File: src/rtl/hpi_txn_arbiter.sv
// hpi_txn_arbiter
// Round-robin arbiter and transaction sequencer for the CY7C67200 HPI bridge.
// Two requesters share one bridge; each accepted request runs a timed
// SETUP / STROBE / HOLD sequence on the active-low bridge strobes and ends
// with a one-cycle DONE state that returns a response to the owning port.
// All bridge-facing strobes, address/data and response outputs are registered.

module hpi_txn_arbiter #(
    parameter int SETUP_CYC  = 1,
    parameter int STROBE_CYC = 2,
    parameter int HOLD_CYC   = 1,
    parameter int RD_LAT     = 2
) (
    input  logic        Clk,
    input  logic        Reset,

    input  logic        req0_valid,
    output logic        req0_ready,
    input  logic [1:0]  req0_addr,
    input  logic        req0_we,
    input  logic [15:0] req0_wdata,

    input  logic        req1_valid,
    output logic        req1_ready,
    input  logic [1:0]  req1_addr,
    input  logic        req1_we,
    input  logic [15:0] req1_wdata,

    output logic        rsp0_valid,
    output logic [15:0] rsp0_rdata,
    output logic        rsp1_valid,
    output logic [15:0] rsp1_rdata,

    output logic [1:0]  hpi_address,
    output logic [15:0] hpi_data_out,
    input  logic [15:0] hpi_data_in,
    output logic        hpi_r_n,
    output logic        hpi_w_n,
    output logic        hpi_cs_n,

    output logic        busy
);

    typedef enum logic [2:0] {
        IDLE   = 3'd0,
        SETUP  = 3'd1,
        STROBE = 3'd2,
        HOLD   = 3'd3,
        DONE   = 3'd4
    } state_t;

    // A read must stay in HOLD until the delayed bridge data has been captured.
    localparam int RD_HOLD_CYC = (RD_LAT > HOLD_CYC) ? RD_LAT : HOLD_CYC;

    localparam logic [3:0] SETUP_LAST   = 4'(SETUP_CYC - 1);
    localparam logic [3:0] STROBE_LAST  = 4'(STROBE_CYC - 1);
    localparam logic [3:0] WR_HOLD_LAST = 4'(HOLD_CYC - 1);
    localparam logic [3:0] RD_HOLD_LAST = 4'(RD_HOLD_CYC - 1);
    localparam logic [3:0] CAPTURE_PH   = 4'(RD_LAT - 1);

    state_t      state_r;
    logic [3:0]  phase_r;
    logic        we_r;
    logic        owner_r;
    logic        last_served_r;
    logic [15:0] rd_data_r;

    logic        cs_n_r;
    logic        r_n_r;
    logic        w_n_r;
    logic [1:0]  addr_r;
    logic [15:0] dout_r;
    logic        busy_r;
    logic        rsp0_valid_r;
    logic        rsp1_valid_r;
    logic [15:0] rsp0_rdata_r;
    logic [15:0] rsp1_rdata_r;

    logic        grant0_s;
    logic        grant1_s;
    logic        idle_s;
    logic        accept_s;
    logic [3:0]  hold_last_s;
    logic        capture_s;
    logic [15:0] rd_next_s;

    // Round-robin grant: a lone requester wins, a tie goes to the port not served last.
    always_comb begin
        grant0_s = 1'b0;
        grant1_s = 1'b0;
        if (req0_valid && (!req1_valid || last_served_r)) begin
            grant0_s = 1'b1;
        end else begin
            grant0_s = 1'b0;
        end
        if (req1_valid && (!req0_valid || !last_served_r)) begin
            grant1_s = 1'b1;
        end else begin
            grant1_s = 1'b0;
        end
    end

    // HOLD length and read-data capture point depend on the direction of the transfer.
    always_comb begin
        hold_last_s = WR_HOLD_LAST;
        capture_s   = 1'b0;
        rd_next_s   = rd_data_r;
        if (we_r) begin
            hold_last_s = WR_HOLD_LAST;
            capture_s   = 1'b0;
        end else begin
            hold_last_s = RD_HOLD_LAST;
            capture_s   = (state_r == HOLD) && (phase_r == CAPTURE_PH);
        end
        if (capture_s) begin
            rd_next_s = hpi_data_in;
        end else begin
            rd_next_s = rd_data_r;
        end
    end

    assign idle_s     = (state_r == IDLE);
    assign req0_ready = idle_s && grant0_s;
    assign req1_ready = idle_s && grant1_s;
    assign accept_s   = req0_ready || req1_ready;

    // Transaction sequencer: state, phase counter and all registered outputs.
    always_ff @(posedge Clk or posedge Reset) begin
        if (Reset) begin
            state_r       <= IDLE;
            phase_r       <= 4'd0;
            we_r          <= 1'b0;
            owner_r       <= 1'b0;
            last_served_r <= 1'b1;
            rd_data_r     <= 16'd0;
            cs_n_r        <= 1'b1;
            r_n_r         <= 1'b1;
            w_n_r         <= 1'b1;
            addr_r        <= 2'd0;
            dout_r        <= 16'd0;
            busy_r        <= 1'b0;
            rsp0_valid_r  <= 1'b0;
            rsp1_valid_r  <= 1'b0;
            rsp0_rdata_r  <= 16'd0;
            rsp1_rdata_r  <= 16'd0;
        end else begin
            case (state_r)
                IDLE: begin
                    rsp0_valid_r <= 1'b0;
                    rsp1_valid_r <= 1'b0;
                    if (accept_s) begin
                        state_r <= SETUP;
                        phase_r <= 4'd0;
                        cs_n_r  <= 1'b0;
                        busy_r  <= 1'b1;
                        owner_r <= req1_ready;
                        if (req1_ready) begin
                            addr_r <= req1_addr;
                            dout_r <= req1_wdata;
                            we_r   <= req1_we;
                        end else begin
                            addr_r <= req0_addr;
                            dout_r <= req0_wdata;
                            we_r   <= req0_we;
                        end
                    end
                end
                SETUP: begin
                    if (phase_r == SETUP_LAST) begin
                        state_r <= STROBE;
                        phase_r <= 4'd0;
                        r_n_r   <= we_r;
                        w_n_r   <= !we_r;
                    end else begin
                        phase_r <= phase_r + 4'd1;
                    end
                end
                STROBE: begin
                    if (phase_r == STROBE_LAST) begin
                        state_r <= HOLD;
                        phase_r <= 4'd0;
                        r_n_r   <= 1'b1;
                        w_n_r   <= 1'b1;
                    end else begin
                        phase_r <= phase_r + 4'd1;
                    end
                end
                HOLD: begin
                    rd_data_r <= rd_next_s;
                    if (phase_r == hold_last_s) begin
                        state_r <= DONE;
                        phase_r <= 4'd0;
                        cs_n_r  <= 1'b1;
                        if (owner_r) begin
                            rsp1_valid_r <= 1'b1;
                            rsp1_rdata_r <= we_r ? 16'd0 : rd_next_s;
                        end else begin
                            rsp0_valid_r <= 1'b1;
                            rsp0_rdata_r <= we_r ? 16'd0 : rd_next_s;
                        end
                    end else begin
                        phase_r <= phase_r + 4'd1;
                    end
                end
                DONE: begin
                    state_r       <= IDLE;
                    phase_r       <= 4'd0;
                    rsp0_valid_r  <= 1'b0;
                    rsp1_valid_r  <= 1'b0;
                    last_served_r <= owner_r;
                    busy_r        <= 1'b0;
                end
                default: begin
                    state_r      <= IDLE;
                    phase_r      <= 4'd0;
                    cs_n_r       <= 1'b1;
                    r_n_r        <= 1'b1;
                    w_n_r        <= 1'b1;
                    busy_r       <= 1'b0;
                    rsp0_valid_r <= 1'b0;
                    rsp1_valid_r <= 1'b0;
                end
            endcase
        end
    end

    assign hpi_cs_n     = cs_n_r;
    assign hpi_r_n      = r_n_r;
    assign hpi_w_n      = w_n_r;
    assign hpi_address  = addr_r;
    assign hpi_data_out = dout_r;
    assign busy         = busy_r;
    assign rsp0_valid   = rsp0_valid_r;
    assign rsp1_valid   = rsp1_valid_r;
    assign rsp0_rdata   = rsp0_rdata_r;
    assign rsp1_rdata   = rsp1_rdata_r;

endmodule

File: config.mk
export PLATFORM = sky130hd
export DESIGN_NAME = hpi_txn_arbiter
export DESIGN_NICKNAME = d
export VERILOG_FILES = /design/src/rtl/hpi_txn_arbiter.sv
export SDC_FILE = /design/constraint.sdc
export NUM_CORES = 1
export LEC_CHECK = 0
export BUFFER_PORTS_ARGS = -buffer_cell sky130_fd_sc_hd__buf_4
export CORE_MARGIN = 1.5
export CORE_UTILIZATION = 46
export DETAILED_ROUTE_END_ITERATION = 8
export GPL_TIMING_DRIVEN = 0
export PLACE_DENSITY = 0.76
export REMOVE_ABC_BUFFERS = 1
export SYNTH_ARGS = -nofsm -noshare
export SYNTH_HDL_FRONTEND = slang
export SYNTH_SLANG_ARGS = --single-unit
File: constraint.sdc
create_clock -name Clk -period 2.4 [get_ports Clk]
set_input_delay 0.48 -clock Clk [delete_from_list [all_inputs] [get_ports Clk]]
set_output_delay 0.48 -clock Clk [all_outputs]
set_load 0.01 [all_outputs]
==> impl_metrics.py <==
metrics = {
    "status": {
        "status": "completed",
    },
    "synthesis": {
        "synth_edf_count": 0,
        "avgSynthCellArea_um2": 10.60,
        "yosysWarnings": 0,
        "synth_top_area_share": 0.5230,
        "ys_top_cells_by_area": "dfrtp_1 52%, mux2i_1 12%, nand2_1 4.6%",
        "ys_seq_area_frac": 0.5511,
        "syn_area_mm2": 0.003732,
        "synth_flop_cell": "dfrtp_1",
        "syn_inst": 352,
        "synth_area_leader_cell": "dfrtp_1",
        "async_flop_share": 1.000,
        "synthDistinctLibCells": 46,
        "postSynthRegisterBits": 82,
    },
    "cells_and_area": {
        "drive_above_1_share": 0.3606,
        "fin_util": 0.6500,
        "fin_nets": 533,
        "synthToLayoutAreaGrowth_pct": 35.97,
        "multi_input_area_mm2": 0.001541,
        "insertedDiodeCount": 0,
        "seq_area_mm2": 0.002062,
        "nFillCells": 605,
    },
    "power": {
        "p_leak_nw": 2.605,
        "seq_power_share": 0.381,
        "netSwitchingPower_w": 0.002517,
        "p_int_w": 0.004156,
        "power_frac_comb": 0.433,
        "vdd_drop_max_v": 0.0006903,
        "p_per_area_mw_per_mm2": 1315,
        "swShare": 0.3772,
        "clockPowerShare": 0.186,
    },
    "timing": {
        "finalMaxSlewViolations": 0,
        "setup_viol": 0,
        "hold_violations": 0,
        "fin_setup_tns_ps": 0,
        "worstMarginPinSlew_ps": 698.3,
        "fin_worst_skew_ps": 5.628,
        "fmax_mhz": 435.2,
        "min_period_ps": 2298,
        "max-slew-margin-rel": 0.5335,
        "period_share": 0.9574,
    },
    "critical_path": {
        "cp.arrival_ps": 1820,
        "slowest_stage": "dfrtp_2",
        "cp_max_fo": 11,
        "cpPeakStageDelay_ps": 520,
        "end_kind": "output port",
        "cp-start-kind": "flop",
        "worstPathCellList": "nor3_4 -> buf_4 -> nand3_4 -> inv_1 -> buf_4",
        "cp_common_cell": "buf_4",
        "cp.required_ps": 1920,
        "path_class": "flop to output port",
    },
    "die": {
        "core-area_mm2": 0.007807,
        "rows": 32,
        "die_h_um": 93.08,
        "dieArea_mm2": 0.008663,
        "start_util": 0.4780,
        "die_w_um": 93.08,
        "pin_count": 116,
    },
    "clocking": {
        "cts_htree_levels": 3,
        "cts_root_buffer": "clkbuf_8",
        "clk_latency_ps": 340,
        "holdBufCountCts": 0,
        "cts_tree": "yes",
        "clk_pin_slew_ps": 80,
        "cts_max_path_buffers": 2,
        "clock_sinks": 82,
        "cts_buffers": 9,
    },
    "detailed_routing": {
        "drc": 0,
        "ant_nets": 0,
        "drtIter0Drc": 112,
        "viasPerCell": 5.345,
        "detail_route.wl_per_cell_um": 16.23,
        "firstDrtPassIters": 5,
        "routed-via-count": 3095,
        "wirelength_um": 9399,
    },
    "global_routing": {
        "grt_usage": 0.2233,
        "antenna_found_initial": 0,
        "grt_max_degree": 50,
        "grt_pass1_vias": 3079,
        "grt_pass1_wl_um": 14910,
        "grt-ovfl-total": 0,
    },
    "flow_run": {
        "drv_cap": 0,
    },
    "place": {
        "portBuffers": 115,
        "dp_hpwl_um": 5663,
        "routabilityCongestion": 0.8124,
    },
    "worst_hold_path": {
        "hold_class": "input port to async pin",
    },
}
==> critical path: cells and delay by family (launching register included) <==
kind	cells	cell delay (ps)
flip-flops	1	520
buffers and inverters	3	490
AND/OR/NAND/NOR	2	460
==> registers in the layout, summed over array words and instances, names as in the netlist, 2 cells and up <==
register,cells
hpi_data_out,16
phase_r,4
hpi_address,2
rsp0_rdata,16
rsp1_rdata,16
state_r,3
rd_data_r,16
==> synthesized netlist by cell type, types with 2 or more instances <==
library cell  number
a21oi_1           22
inv_1             26
clkbuf_1          13
a31o_1             7
dfrtp_1           78
a2bb2oi_1          2
nand3_1            5
dfstp_2            4
mux2_2             2
nor2_1            24
nor3_1             3
buf_2              7
nand4_1            2
o21ai_0           13
buf_4              2
o31a_1             8
ha_1               3
nor2b_1            9
nand2_1           46
o31ai_1            8
mux2i_1           43
==> kinds of logic after synthesis <==
family,count (synthesis),share of synthesized area
buffers and inverters,49,0.05565
adder cells (fa/ha/maj),3,0.01006
multiplexers,45,0.1214
XOR/XNOR,1,0.002347
AO/OA/AOI/OAI,72,0.1318
flip-flops,82,0.5511
AND/OR/NAND/NOR,100,0.1277
==> path summary, 6_finish.rpt <==
kind / startpoint / endpoint / cells past startpoint / slack (ps)
min in group Clk: hpi_data_in[12] / rd_data_r[12] / 3 / 340
hold / removal: Reset / hpi_data_out[9] / 2 / 150
setup reg to reg: phase_r[1] / rsp0_rdata[9] / 6 / 220
hold reg to reg: rd_data_r[3] / rd_data_r[3] / 2 / 480
setup / recovery: state_r[1] / req0_ready / 5 / 100
max in group asynchronous: Reset / state_r[2] / 3 / 1650
==> per-stage QoR <==
stage                     hold WS [ps]  std cells  power (W)  setup WS [ps]  instance area, µm²
after floorplan                  437.9        329   0.004032         -181.8                3622
after global placement           448.6        546   0.005103          -1191                4613
after detailed placement         464.4        547   0.005226         -676.2                4643
after CTS                        162.6        576   0.006646          40.69                5042
after global routing             194.0        579   0.007129         -4.970                5075
final                            153.8        579   0.006673          102.3                5075
==> layout by cell type (no fill, tap or decap), drive strengths merged, types with 2 or more instances in the layout <==
| cell | Yosys | layout |
|---|---|---|
| clkbuf | 13 | 10 |
| o31a | 8 | 8 |
| ha | 3 | 3 |
| a22o | 2 | 2 |
| buf | 10 | 128 |
| clkinv | 0 | 2 |
| nor2 | 24 | 24 |
| dfrtp | 78 | 78 |
| o21ai | 13 | 13 |
| o31ai | 8 | 8 |
| nand3 | 5 | 7 |
| nor3b | 2 | 2 |
| inv | 26 | 27 |
| dfstp | 4 | 4 |
| nor3 | 4 | 4 |
| bufinv | 0 | 3 |
| nand4 | 2 | 4 |
| a21oi | 22 | 22 |
| a2bb2oi | 2 | 2 |
| nor2b | 9 | 9 |
| nand2 | 47 | 47 |
| mux2i | 43 | 43 |
| a31o | 8 | 8 |
| mux2 | 2 | 2 |
==> power by group through the flow <==
stage	combinational [W]	sequential (W)	clock (W)
2_1_floorplan	0.00141	0.00262	0
3_3_place_gp	0.00260	0.00250	0
3_5_place_dp	0.00268	0.00254	0
4_1_cts	0.00284	0.00254	0.00126
5_1_grt	0.00319	0.00263	0.00131
6_report	0.00289	0.00254	0.00124
==> per-layer routing <==
| layer | routed length [µm] | GRT usage | part of all wire | vias to the layer above |
|---|---|---|---|---|
| met4 | 102 | 0.07828 | 0.011 | 0 |
| met5 | 0 | 0 | 0 | - |
| met3 | 671 | 0.05203 | 0.071 | 8 |
| met2 | 4612 | 0.3698 | 0.49 | 127 |
| met1 | 4012 | 0.2867 | 0.43 | 1508 |
| li1 | - | - | - | 1452 |
==> timing repair <==
action,CTS,global route
buffers inserted,10,2
pin swaps,5,2
gates cloned,3,1
endpoints found under the setup margin,67,8
resized for setup,9,5
==> layout make-up <==
class | count | share of cell area
Clock buffer | 10 | 0.02712
Clock inverter | 6 | 0.02219
Inverter | 26 | 0.01972
Multi-Input combinational cell | 225 | 0.3037
Sequential cell | 82 | 0.4063
Tap cell | 102 | 0.02515
Timing Repair Buffer | 128 | 0.1958
No activity file was read; power rests on OpenSTA's default activity.
